File: src/rtl/bus_pkg.sv
// Shared types and constants for the single-outstanding bus initiator.
package bus_pkg;

   localparam int unsigned BUS_AW   = 32;
   localparam int unsigned BUS_DW   = 32;
   localparam int unsigned REGION_W = 2;

   // Region field decode: 2'b10 -> ce0, 2'b11 -> ce1, 2'b0x -> cs
   localparam logic [REGION_W-1:0] REGION_CE0     = 2'b10;
   localparam logic [REGION_W-1:0] REGION_CE1     = 2'b11;
   localparam logic [REGION_W-1:0] REGION_CS      = 2'b00;
   localparam logic [REGION_W-1:0] REGION_CS_MASK = 2'b10;

   typedef enum logic [1:0] {
      IDLE = 2'd0,
      BUS  = 2'd1,
      RESP = 2'd2
   } state_t;

   // Response payload held while rsp_valid waits for rsp_ready
   typedef struct packed {
      logic [BUS_DW-1:0]   rdata;
      logic                err;
      logic [REGION_W-1:0] region;
   } rsp_t;

   // cs owns the whole lower half of the map, so only the top region bit matters
   function automatic logic region_is_cs(input logic [REGION_W-1:0] region);
      return (region & REGION_CS_MASK) == REGION_CS;
   endfunction

endpackage

File: src/rtl/bus_initiator_if.sv
// Requester, bus and response signals of the bus initiator, grouped for port passing.
interface bus_initiator_if
   import bus_pkg::*;
#(
   parameter int unsigned AW = BUS_AW,
   parameter int unsigned DW = BUS_DW
);

   // requester side
   logic                req_valid;
   logic                req_ready;
   logic [AW-1:0]       req_addr;
   logic                req_we;
   logic [DW-1:0]       req_wdata;

   // bus side toward the region decoder
   logic                en;
   logic [AW-1:0]       addr;
   logic                we;
   logic [DW-1:0]       wdata;
   logic                ack;
   logic [DW-1:0]       rdata;

   // response side
   logic                rsp_valid;
   logic                rsp_ready;
   logic [DW-1:0]       rsp_rdata;
   logic                rsp_err;
   logic [REGION_W-1:0] rsp_region;

   // initiator view
   modport master (
      input  req_valid, req_addr, req_we, req_wdata,
      output req_ready,
      output en, addr, we, wdata,
      input  ack, rdata,
      output rsp_valid, rsp_rdata, rsp_err, rsp_region,
      input  rsp_ready
   );

   // requester plus target view
   modport slave (
      output req_valid, req_addr, req_we, req_wdata,
      input  req_ready,
      input  en, addr, we, wdata,
      output ack, rdata,
      input  rsp_valid, rsp_rdata, rsp_err, rsp_region,
      output rsp_ready
   );

endinterface

File: src/rtl/bus_timeout_ctr.sv
// Counts cycles spent waiting for ack; flags the last allowed cycle.
module bus_timeout_ctr #(
   parameter int unsigned TIMEOUT = 16
) (
   input  logic clk,
   input  logic rst,
   input  logic clear,
   input  logic enable,
   output logic expired_c
);

   localparam int unsigned   CW   = (TIMEOUT == 0) ? 1 : $clog2(TIMEOUT + 1);
   localparam logic [CW-1:0] LAST = (TIMEOUT == 0) ? '0 : CW'(TIMEOUT - 1);

   logic [CW-1:0] count;

   // Cleared on request accept, so it can never reach wrap while enabled
   always_ff @(posedge clk) begin
      if (rst || clear) begin
         count <= '0;
      end else if (enable) begin
         count <= count + CW'(1);
      end
   end

   // TIMEOUT of 0 disables the timeout entirely
   generate
      if (TIMEOUT == 0) begin : g_never
         assign expired_c = 1'b0;
      end else begin : g_count
         assign expired_c = enable && (count == LAST);
      end
   endgenerate

endmodule

File: src/rtl/bus_initiator.sv
// Single-outstanding bus initiator: one request in, one bus cycle out, one response back.
module bus_initiator
   import bus_pkg::*;
#(
   parameter int unsigned AW      = BUS_AW,
   parameter int unsigned DW      = BUS_DW,
   parameter int unsigned TIMEOUT = 16
) (
   input  logic            clk,
   input  logic            rst,
   bus_initiator_if.master bif,
   output logic            stray_ack
);

   // AW/DW must match the connected interface; DW must not exceed BUS_DW
   state_t state;
   rsp_t   rsp_q;
   logic   accept_c;
   logic   in_bus_c;
   logic   expired_c;

   assign accept_c = (state == IDLE) && bif.req_valid && bif.req_ready;
   assign in_bus_c = (state == BUS);

   bus_timeout_ctr #(
      .TIMEOUT (TIMEOUT)
   ) u_timeout (
      .clk       (clk),
      .rst       (rst),
      .clear     (accept_c),
      .enable    (in_bus_c),
      .expired_c (expired_c)
   );

   assign bif.rsp_rdata  = DW'(rsp_q.rdata);
   assign bif.rsp_err    = rsp_q.err;
   assign bif.rsp_region = rsp_q.region;

   // Transaction FSM; every bus and response output is a flop so en is never X
   always_ff @(posedge clk) begin
      if (rst) begin
         state         <= IDLE;
         bif.req_ready <= 1'b0;
         bif.en        <= 1'b0;
         bif.addr      <= '0;
         bif.we        <= 1'b0;
         bif.wdata     <= '0;
         bif.rsp_valid <= 1'b0;
         rsp_q         <= '0;
      end else begin
         unique case (state)
            IDLE: begin
               bif.req_ready <= 1'b1;
               if (accept_c) begin
                  bif.req_ready <= 1'b0;
                  bif.en        <= 1'b1;
                  bif.addr      <= bif.req_addr;
                  bif.we        <= bif.req_we;
                  bif.wdata     <= bif.req_wdata;
                  state         <= BUS;
               end
            end
            BUS: begin
               // ack takes priority over a timeout landing on the same cycle
               if (bif.ack) begin
                  bif.en        <= 1'b0;
                  bif.rsp_valid <= 1'b1;
                  rsp_q.rdata   <= bif.we ? '0 : BUS_DW'(bif.rdata);
                  rsp_q.err     <= 1'b0;
                  rsp_q.region  <= bif.addr[AW-1 -: REGION_W];
                  state         <= RESP;
               end else if (expired_c) begin
                  bif.en        <= 1'b0;
                  bif.rsp_valid <= 1'b1;
                  rsp_q.rdata   <= '0;
                  rsp_q.err     <= 1'b1;
                  rsp_q.region  <= bif.addr[AW-1 -: REGION_W];
                  state         <= RESP;
               end
            end
            RESP: begin
               if (bif.rsp_ready) begin
                  bif.rsp_valid <= 1'b0;
                  bif.req_ready <= 1'b1;
                  state         <= IDLE;
               end
            end
            default: begin
               bif.en        <= 1'b0;
               bif.rsp_valid <= 1'b0;
               bif.req_ready <= 1'b0;
               state         <= IDLE;
            end
         endcase
      end
   end

   // Sticky flag for any ack arriving while no bus cycle is open
   always_ff @(posedge clk) begin
      if (rst) begin
         stray_ack <= 1'b0;
      end else if (bif.ack && (state != BUS)) begin
         stray_ack <= 1'b1;
      end
   end

endmodule

File: src/flat_wrapper.sv
// flat-port wrapper written by rule: the top's interface ports become plain ports
module bus_initiator_flat import bus_pkg::*;
#(
   parameter int unsigned AW      = BUS_AW,
   parameter int unsigned DW      = BUS_DW,
   parameter int unsigned TIMEOUT = 16
)
  (clk, rst, stray_ack, bif_req_valid, bif_req_addr, bif_req_we, bif_req_wdata, bif_req_ready, bif_en, bif_addr, bif_we, bif_wdata, bif_ack, bif_rdata, bif_rsp_valid, bif_rsp_rdata, bif_rsp_err, bif_rsp_region, bif_rsp_ready);
  bus_initiator_if #(.AW(AW), .DW(DW)) bif_i ();
  input  logic clk;
  input  logic rst;
  output logic stray_ack;
  input wire logic [$bits(bif_i.req_valid)-1:0] bif_req_valid;
  input wire logic [$bits(bif_i.req_addr)-1:0] bif_req_addr;
  input wire logic [$bits(bif_i.req_we)-1:0] bif_req_we;
  input wire logic [$bits(bif_i.req_wdata)-1:0] bif_req_wdata;
  output wire logic [$bits(bif_i.req_ready)-1:0] bif_req_ready;
  output wire logic [$bits(bif_i.en)-1:0] bif_en;
  output wire logic [$bits(bif_i.addr)-1:0] bif_addr;
  output wire logic [$bits(bif_i.we)-1:0] bif_we;
  output wire logic [$bits(bif_i.wdata)-1:0] bif_wdata;
  input wire logic [$bits(bif_i.ack)-1:0] bif_ack;
  input wire logic [$bits(bif_i.rdata)-1:0] bif_rdata;
  output wire logic [$bits(bif_i.rsp_valid)-1:0] bif_rsp_valid;
  output wire logic [$bits(bif_i.rsp_rdata)-1:0] bif_rsp_rdata;
  output wire logic [$bits(bif_i.rsp_err)-1:0] bif_rsp_err;
  output wire logic [$bits(bif_i.rsp_region)-1:0] bif_rsp_region;
  input wire logic [$bits(bif_i.rsp_ready)-1:0] bif_rsp_ready;
  assign bif_i.req_valid = bif_req_valid;
  assign bif_i.req_addr = bif_req_addr;
  assign bif_i.req_we = bif_req_we;
  assign bif_i.req_wdata = bif_req_wdata;
  assign bif_req_ready = bif_i.req_ready;
  assign bif_en = bif_i.en;
  assign bif_addr = bif_i.addr;
  assign bif_we = bif_i.we;
  assign bif_wdata = bif_i.wdata;
  assign bif_i.ack = bif_ack;
  assign bif_i.rdata = bif_rdata;
  assign bif_rsp_valid = bif_i.rsp_valid;
  assign bif_rsp_rdata = bif_i.rsp_rdata;
  assign bif_rsp_err = bif_i.rsp_err;
  assign bif_rsp_region = bif_i.rsp_region;
  assign bif_i.rsp_ready = bif_rsp_ready;
  bus_initiator #(.AW(AW), .DW(DW), .TIMEOUT(TIMEOUT)) u_core (.clk(clk), .rst(rst), .bif(bif_i), .stray_ack(stray_ack));
endmodule
File: config.mk
export PLATFORM = sky130hd
export DESIGN_NAME = bus_initiator_flat
export DESIGN_NICKNAME = d
export VERILOG_FILES = /design/src/rtl/bus_pkg.sv /design/src/rtl/bus_initiator_if.sv /design/src/rtl/bus_timeout_ctr.sv /design/src/rtl/bus_initiator.sv /design/src/flat_wrapper.sv
export SDC_FILE = /design/constraint.sdc
export NUM_CORES = 1
export LEC_CHECK = 0
export ABC_AREA = 0
export CELL_PAD_IN_SITES_DETAIL_PLACEMENT = 1
export CELL_PAD_IN_SITES_GLOBAL_PLACEMENT = 2
export CORE_MARGIN = 2
export CORE_UTILIZATION = 33
export DETAILED_ROUTE_END_ITERATION = 12
export DONT_BUFFER_PORTS = 1
export GPL_ROUTABILITY_DRIVEN = 1
export PLACE_DENSITY = 0.78
export SYNTH_ARGS = -nofsm -noshare
export SYNTH_HDL_FRONTEND = slang
export SYNTH_SLANG_ARGS = --single-unit
export TNS_END_PERCENT = 20
File: constraint.sdc
create_clock -name clk -period 2.15 [get_ports clk]
set_input_delay 0.3225 -clock clk [delete_from_list [all_inputs] [get_ports clk]]
set_output_delay 0.3225 -clock clk [all_outputs]
set_load 0.01 [all_outputs]
==> reports/results.txt <==
Status - finished, final reports clean
Layout cell share with drive strength beyond 1 - 5.68%
Die Area - 13300 µm²
Final GP Congestion - 0.723
Util after Layout - 37.3%
CTS Buf Count - 9
Filler instances - 1446
R2R depth - 6
TritonCTS clock tree - built
Clk_skew - 7.66 ps
# DRC - 0
Post-DRT Antenna Nets - 0
Final Slew Violations - 0
Chip height - 115 µm
Wirelength, routed - 11500 µm
Critical path endpoint - u_core.bif.rsp_rdata[24]
Yosys warning total - 0
Switching portion of total power - 23.4%
Clk buf depth - 2
Fmax - 550 MHz
Initial Utilization - 34.0%
PD cells - 950 nW/µm²
Mapped Nets - 603
Final setup fails - 0
Vias in the first global route - 3436
DRT iter0 DRCs - 175
CP Data Required Time - 2410 ps
Post_cts resized - 0
Clock group share of total power - 41.3%
Post-synthesis sequential area ratio - 54.2%
Cells after Synth - 499
Setup crit start - u_core.u_timeout.count[0]
N_diodes - 0
Internal power - 3.27 mW
Final Power - 4.27 mW
FP Rows - 40
CP Max Fanout - 35
Ys flop type - dfxtp_1
Design Area, Final - 4500 µm²
Number of post-CTS setup repair buffers - 0
Sequential share of power - 52.4%
Hold Buf Count CTS - 0
Vias - 3411
Final setup TNS - 0 ps
Tmin final - 1820 ps
Post-Place Worst Slack - 145 ps
Sw Pwr - 1.00 mW
RSZ-0062 raised after global routing - false
Cells after DPL - 628
FF-to-FF End - u_core.bif.rsp_rdata[24]
Reg clk slew, reported paths - 70 ps
I/O Buffers - 0
Post-synthesis async set-or-reset flop share - 0%
First-pass GRT wire length - 17700 µm
Wirelength per Cell - 17.9 µm
Max Cap Violations - 0
CP Launch Type - flop
FF+latch count, synth - 111
Avg Synthesized Cell Area - 8.22 µm²
IO Count - 206
FF-to-FF setup slack - 330 ps
DRT Pass-1 Iters - 4
Largest net degree at the start of global routing - 107
Final Hold Violating Endpoints - 0
Initial antenna violation count - 0
Worst setup margin - 332 ps
Final std cells w/o fill - 643
Area of the multi-input gates - 1660 µm²
Vias per cell - 5.30
Max_slew headroom - 65.3%
Worst ir drop on vdd - 296 µV
Hold crit path type - in -> reg
Number of enable flip-flop cells after synthesis - 0
Tot GR Track Use - 17.0%
Area growth syn-to-layout - 9.70%
Crit path DAT - 2080 ps
Synth cell types - 30
Latest clock arrival within the worst-skew pair - 340 ps
# H-tree levels - 3
Critical path class - reg -> reg
Grt total ovfl - 0
Die Wd - 115 µm
Core area - 12100 µm²
Worst-margin pin slew - 520 ps
Synth Cell Area - 4100 µm²
Part of the power in combinational logic - 6.3%
Area after DPL - 4180 µm²
Reg2Reg Launch Point - u_core.u_timeout.count[0]
Clock sinks - 111
Fin nets - 575
Reg area - 2220 µm²
CP endpoint kind - flop
Final Cycle Share - 84.6%
Hold WS - 46.9 ps
Clock root cell - clkbuf_16
Leakage Power - 1.46 nW
DP Wirelength - 7600 µm
-- flip-flops by register name (all words and copies together) (netlist names) --
register and count:
u_core.bif.rsp_valid 1, u_core.bif.rsp_region 2, u_core.bif.we 1, u_core.state 2
u_core.bif.req_ready 1, u_core.bif.en 1, u_core.bif.rsp_err 1, u_core.u_timeout.count 5
u_core.stray_ack 1, u_core.bif.rsp_rdata 32, u_core.bif.wdata 32, u_core.bif.addr 32
-- how the worst min path moves through the flow --
| stage | start | cells after the start | endpoint | slack (ps) |
|---|---|---|---|---|
| 3_3_place_gp | rst | 1 | u_core.bif.wdata[14] | 400 |
| 2_1_floorplan | bif_ack | 1 | u_core.bif.rsp_err | 420 |
| 3_5_place_dp | rst | 1 | u_core.bif.wdata[22] | 400 |
| 5_1_grt | rst | 1 | u_core.bif.wdata[13] | 20 |
| 4_1_cts | rst | 1 | u_core.bif.wdata[17] | 30 |
| 6_report | rst | 1 | u_core.bif.wdata[15] | 50 |
-- layout make-up --
type / count / share of cell area [%]
multi-input combinational: 340 / 36.8
sequential: 111 / 49.4
clock inverter: 4 / 1.56
tap: 168 / 4.67
inverter: 2 / 0.167
timing repair buffer: 7 / 2.00
clock buffer: 11 / 5.40
-- cell usage in the layout, fill, tap and decap left out, drive strengths merged, types with 2 or more instances in the layout --
master / netlist / final
ha: 2 / 2
nand3: 3 / 3
bufinv: 0 / 2
clkinv: 0 / 2
nor2: 8 / 8
nand4: 32 / 32
dfxtp: 111 / 111
inv: 2 / 2
a21oi: 106 / 106
a211oi: 2 / 2
o21ai: 37 / 37
nor2b: 2 / 2
nand2b: 2 / 2
buf: 29 / 7
clkbuf: 17 / 11
nand2: 135 / 135
-- cells by family after synthesis --
group | Yosys count | synth area share (%)
AND/OR/NAND/NOR | 188 | 20.2
AO/OA/AOI/OAI | 148 | 18.4
flip-flops | 111 | 54.2
buffers and inverters | 48 | 6.13
XOR/XNOR | 2 | 0.427
adder cells (fa/ha/maj) | 2 | 0.610
-- cells in the mapped netlist, drive strengths merged, types with 2 or more instances --
library cell	instances	share of area [%]
buf	29	4.4
inv	2	0.18
clkbuf	17	1.6
nor2	8	0.79
a211oi	2	0.37
o21ai	37	4.5
nand2	135	12
nand3	3	0.37
a21oi	106	13
nand2b	2	0.31
ha	2	0.61
nor2b	2	0.31
nand4	32	4.9
dfxtp	111	54
-- worst max-delay path, stage by stage, from the launching register on --
cell and delay, ps:
dfxtp_1 380, ha_1 180, and3_1 160, ha_1 230
or2_4 430, nand4_1 160, a21oi_1 200
-- power by group through the flow --
stage	Clock [mW]	Sequential, mW	Combinational [mW]
floorplan	0	2.26	0.249
global placement	0	2.29	0.259
detailed placement	0	2.29	0.273
CTS	1.82	2.24	0.273
global route	1.92	2.25	0.307
finish	1.77	2.24	0.268
-- routing by layer --
metal	up-vias	track usage, %	wire length [µm]
met1	1613	19.3	4630
met3	21	6.59	1140
met5	-	0	0
li1	1640	-	-
met4	0	8.43	283
met2	137	27.8	5460
(Power assumes the default switching activity.)
